==> config.mk <==
export PLATFORM = sky130hd
export DESIGN_NAME = conjugation_sequencer_cba
export DESIGN_NICKNAME = d
export VERILOG_FILES = /design/src/rtl/conjugation_sequencer_cba.sv
export SDC_FILE = /design/constraint.sdc
export NUM_CORES = 1
export LEC_CHECK = 0
export ABC_AREA = 0
export CORE_MARGIN = 2
export CORE_UTILIZATION = 50
export DETAILED_ROUTE_END_ITERATION = 8
export GPL_TIMING_DRIVEN = 0
export PLACE_DENSITY_LB_ADDON = 0.25
export SYNTH_ARGS = -nofsm -noshare
export SYNTH_HDL_FRONTEND = slang
export SYNTH_HIERARCHICAL = 1
export SYNTH_SLANG_ARGS = --single-unit
==> constraint.sdc <==
create_clock -name clk -period 3.32 [get_ports clk]
set_clock_uncertainty 0.05 [all_clocks]
set_input_delay 0.498 -clock clk [delete_from_list [all_inputs] [get_ports clk]]
set_output_delay 0.498 -clock clk [all_outputs]
set_load 0.01 [all_outputs]
==> src/rtl/conjugation_sequencer_cba.sv <==
// Clifford conjugation sequencer: rotates the tableau array one column per cycle and
// substitutes updated literals / phase toggles for H, S and CNOT. Pauli gates via CONJ_PAULI_GATE_EN.
module conj_row (
  input  logic       do_h,
  input  logic       do_s,
  input  logic       do_ca,
  input  logic       do_cb,
  input  logic       do_p,
  input  logic [1:0] lit,
  input  logic [1:0] bc,
  input  logic [1:0] bt,
  input  logic [1:0] pauli,
  output logic [1:0] upd,
  output logic       ph
);
  // literal bit 1 = x, bit 0 = z
  always_comb begin
    upd = 2'b00;
    ph  = 1'b0;
    if (do_h) begin
      upd = {lit[0], lit[1]};
      ph  = lit[1] & lit[0];
    end
    if (do_s) begin
      upd = {lit[1], lit[1] ^ lit[0]};
      ph  = lit[1] & lit[0];
    end
    if (do_ca) begin
      upd = {bc[1], bc[0] ^ bt[0]};
      ph  = bc[1] & bt[0] & ~(bt[1] ^ bc[0]);
    end
    if (do_cb) upd = {bt[1] ^ bc[1], bt[0]};
    if (do_p)  ph = (pauli[1] & lit[0]) ^ (pauli[0] & lit[1]);
  end
endmodule

module conjugation_sequencer_cba #(
  parameter int num_qubit = 4,
  parameter int QW        = (num_qubit > 2) ? $clog2(num_qubit) : 1
) (
  input  logic                       clk,
  input  logic                       rst,
  input  logic                       gate_valid,
  output logic                       gate_ready,
  input  logic [1:0]                 gate_type,
  input  logic [QW-1:0]              qubit_a,
  input  logic [QW-1:0]              qubit_b,
  input  logic [num_qubit-1:0][1:0]  left_out,
  output logic                       ld_literal,
  output logic [num_qubit-1:0]       ld_phase,
  output logic                       shift_rotate_literal,
  output logic                       shift_toggle_phase,
  output logic                       rotate_update_literal,
  output logic [num_qubit-1:0][1:0]  update_literal,
  output logic                       done,
  output logic                       err
);
  localparam logic [QW:0]   NQ   = (QW+1)'(num_qubit);
  localparam logic [QW-1:0] LAST = QW'(num_qubit - 1);
  localparam logic [1:0]    G_H = 2'd0, G_S = 2'd1, G_CNOT = 2'd2;

  typedef enum logic [1:0] {IDLE, PASS1, PASS2, DONE} state_t;
  state_t state, state_n;

  logic [QW-1:0] col, a_q, b_q;
  logic [1:0]    typ_q;
  logic          err_q;
  logic [num_qubit-1:0][1:0] buf_c, buf_t;
  logic          accept, legal, a_ok, b_ok, in_pass, hit_a, hit_b;
  logic          do_h, do_s, do_ca, do_cb, do_p;
  logic [1:0]    pauli_q;

  assign a_ok   = {1'b0, qubit_a} < NQ;
  assign b_ok   = {1'b0, qubit_b} < NQ;
  assign accept = gate_valid & (state == IDLE);

  always_comb begin
    case (gate_type)
      G_H, G_S: legal = a_ok;
      G_CNOT:   legal = a_ok & b_ok & (qubit_a != qubit_b);
`ifdef CONJ_PAULI_GATE_EN
      default:  legal = a_ok;
`else
      default:  legal = 1'b0;
`endif
    endcase
  end

`ifdef CONJ_PAULI_GATE_EN
  localparam logic [1:0] G_PAULI = 2'd3;
  logic [1:0] pb, pauli_sel;
  if (QW >= 2) begin : g_pb
    assign pb = qubit_b[1:0];
  end else begin : g_pb1
    assign pb = {1'b0, qubit_b[0]};
  end
  // selector 1 X, 2 Y, 3 Z mapped to the {x,z} literal; 0 is identity
  always_comb begin
    case (pb)
      2'd1:    pauli_sel = 2'b10;
      2'd2:    pauli_sel = 2'b11;
      2'd3:    pauli_sel = 2'b01;
      default: pauli_sel = 2'b00;
    endcase
  end
  always_ff @(posedge clk or posedge rst) begin
    if (rst)         pauli_q <= 2'b00;
    else if (accept) pauli_q <= pauli_sel;
  end
  assign do_p = (state == PASS1) && (typ_q == G_PAULI) && hit_a;
`else
  assign pauli_q = 2'b00;
  assign do_p    = 1'b0;
`endif

  always_comb begin
    state_n = state;
    case (state)
      IDLE:    if (gate_valid) state_n = legal ? PASS1 : DONE;
      PASS1:   if (col == LAST) state_n = (typ_q == G_CNOT) ? PASS2 : DONE;
      PASS2:   if (col == LAST) state_n = DONE;
      default: state_n = IDLE;
    endcase
  end

  assign in_pass = (state == PASS1) || (state == PASS2);
  assign hit_a   = (col == a_q);
  assign hit_b   = (col == b_q);
  assign do_h    = (state == PASS1) && (typ_q == G_H) && hit_a;
  assign do_s    = (state == PASS1) && (typ_q == G_S) && hit_a;
  // only CNOT reaches PASS2, and a != b so these never coincide
  assign do_ca   = (state == PASS2) && hit_a;
  assign do_cb   = (state == PASS2) && hit_b;

  assign gate_ready            = (state == IDLE);
  assign ld_literal            = in_pass;
  assign shift_rotate_literal  = in_pass;
  assign shift_toggle_phase    = in_pass;
  assign rotate_update_literal = do_h | do_s | do_ca | do_cb;
  assign done                  = (state == DONE);
  assign err                   = (state == DONE) & err_q;

  for (genvar r = 0; r < num_qubit; r++) begin : g_row
    conj_row u_row (
      .do_h  (do_h),
      .do_s  (do_s),
      .do_ca (do_ca),
      .do_cb (do_cb),
      .do_p  (do_p),
      .lit   (left_out[r]),
      .bc    (buf_c[r]),
      .bt    (buf_t[r]),
      .pauli (pauli_q),
      .upd   (update_literal[r]),
      .ph    (ld_phase[r])
    );
  end

  always_ff @(posedge clk or posedge rst) begin
    if (rst) begin
      state <= IDLE;
      col   <= '0;
      a_q   <= '0;
      b_q   <= '0;
      typ_q <= G_H;
      err_q <= 1'b0;
      buf_c <= '0;
      buf_t <= '0;
    end else begin
      state <= state_n;
      if (accept) begin
        typ_q <= gate_type;
        a_q   <= qubit_a;
        b_q   <= qubit_b;
        err_q <= ~legal;
      end
      if (in_pass) col <= (col == LAST) ? '0 : col + QW'(1);
      // PASS2 must see pre-gate control/target literals, captured on the first rotation
      if ((state == PASS1) && hit_a) buf_c <= left_out;
      if ((state == PASS1) && hit_b) buf_t <= left_out;
    end
  end
endmodule

==> results.ini <==
[placed_design]
dpl.cell_count=293
gp_congestion=0.761
numPortBuffers=35
hpwl_mm=2.83

[synthesis]
ys_seq_elements=27
synth_area_leader_cell=dfrtp_1
synth_area_um2=1890
synth_top_area_share_pct=35.7
synth.most_common_cell=dfrtp_1
async_reset_ff_share_pct=100
synth_edf_count=0
ys_warn_count=6
synth.distinct_cells=34
synth_flop_cell=dfrtp_1
ys_top_cells_by_count=dfrtp_1, mux2_2, nand2_1, inv_1, xnor2_1
synth_cells=195
synth.area.top_cells=dfrtp_1, mux2_2, xnor2_1
ys_seq_area_share_pct=35.7
avgSynthCellArea_um2=9.71

[sta]
relSlewSlack_pct=34.1
setup_viol=0
worst_pin_slew_ns=0.988
fmax_mhz=315
setup-tns-final_ns=0
min_period_ns=3.17
drv_slew=0
final.period_utilization_pct=95.5
hold_violations=0

[run]
cap_violations=0

[detailed_routing]
drcViolationCount=0
dr.first_iter.drc_count=98
viasPerCell=5.43
first_pass_iters=4
num_vias=1651
routedWlPerCell_um=13.9
routed_wl_mm=4.23
ant_nets=0

[cts]
cts.clk_slew.worst_paths_ns=0.10
htreeDepth=1
cts_tree=done
clk_latency_ns=0.28
cts.sinks=27
hold_buffers=0
cts.path.max_buffers=2
cts_buffers=3
root_buffer=clkbuf_8

[floorplan]
chipHeight_um=65.5
design.portCount=36
placement_rows=22
floorplan.die.width_um=65.5
core_um2=3660
die_area_um2=4290
initial_core_util_pct=51.7

[finish]
layout.nets=283
syn_to_final_growth_pct=33.0
drive_gt1_share_pct=19.1
antenna_cells=0
final_util_pct=68.8
stdcell_count=304

[setup_path]
worstPathMaxFanout=5
crit_arrival_ns=2.62
start_kind=flip-flop
worstSetupStartpoint=state[1]
crit_type=reg2out
rr_startpoint=state[0]
worst_setup_path_end_kind=output pin
crit_required_ns=2.77

[worst_hold_path]
worstHoldStart=err_q
hold_class=reg2reg

[global_route]
grt_use_total_pct=19.6
overflow=0
first_global_vias=1485
grt_max_degree=29
grt_pass1_wl_mm=6.62
antenna_found_initial=0

[power]
leakage_uw=0.00107
power_density_nw_per_um2=953
ir_worst_vdd_mv=0.573
power_uw=2400

[status]
status=completed

cell usage in the layout (no fill, tap or decap), types with 3 or more instances in the layout:
master,count
clkdlybuf4s50_1,35
dfrtp_1,27
mux2_2,23
nand2_1,20
conb_1,16
inv_1,15
a21oi_1,13
xnor2_1,12
o21ai_0,11
ha_1,8
buf_4,7
xor2_1,6
a211oi_1,5
nand4b_1,4
o211a_1,4
nand4_1,4
or2_0,4
a31oi_1,4
a22oi_1,4
a22o_1,4
clkbuf_8,3
stage by stage:
| step | area (µm²) | worst slack, ns | hold WS [ns] |
|---|---|---|---|
| 4_1_cts | 2440 | 0.0114 | 0.456 |
| 6_report | 2520 | 0.150 | 0.439 |
| 2_1_floorplan | 1950 | 0.763 | 0.392 |
| 5_1_grt | 2520 | -0.0131 | 0.472 |
| 3_3_place_gp | 2360 | -0.321 | 0.413 |
| 3_5_place_dp | 2360 | -0.348 | 0.435 |
kinds of logic after synthesis:
group,synth area share [%]
compound gates,17.9
xor+xnor,9.25
fa+ha+maj,5.95
buf+inv,3.77
flops,35.7
mux,13.7
other cells,0.198
simple gates,13.5
path summary, 6_finish.rpt:
check                              end  slack (ns)  cells after the start
min                              err_q        0.44                      2
max reg2reg                   state[0]        1.67                      5
max in group asynchronous     buf_c[0]        1.93                      2
max                        ld_phase[2]        0.15                      8
min reg2reg                      err_q        0.44                      2
min in group asynchronous       b_q[1]        0.69                      2
worst max-delay path, cell delays in order, from the launching register on:
cell             delay, ns
dfrtp_1               0.43
inv_1                 0.10
ha_2                  0.27
nor4b_4               0.32
and2_4                0.26
or2_0                 0.12
a31oi_1               0.10
a22oi_1               0.18
clkdlybuf4s50_1       0.55
registers in the layout (all words and copies together), names as in the netlist:
signal / flops
buf_c: 8
buf_t: 8
a_q: 2
b_q: 2
col: 2
state: 2
typ_q: 2
err_q: 1
area by class of cell:
cell class	instances	area, µm²
Multi-Input combinational cell	168	1270
Fill cell	304	1140
Sequential cell	27	676
Timing Repair Buffer	40	388
Tap cell	48	60.1
Inverter	15	56.3
Clock buffer	3	41.3
Buffer	2	15.0
Clock inverter	1	7.51
power by group:
part	switching [µW]	leakage, µW	internal (µW)
Sequential	207	0.000319	502
Combinational	648	0.000734	847
Clock	110	0.0000217	85.5
Total	965	0.00107	1430
metal layers:
layer	up-vias	global-route usage, %	wire length [µm]
met5	-	0	0
met4	0	6.25	53
met3	5	2.05	181
met2	41	33.9	2080
met1	789	25.8	1920
li1	816	-	-
repair_timing:
action / CTS / global route
cloned: 0 / 2
setup endpoints to repair: 12 / 12
gates resized for setup: 5 / 7
pin swaps: 1 / 1
setup buffers: 2 / 3
No activity file was read; power rests on OpenSTA's default activity.
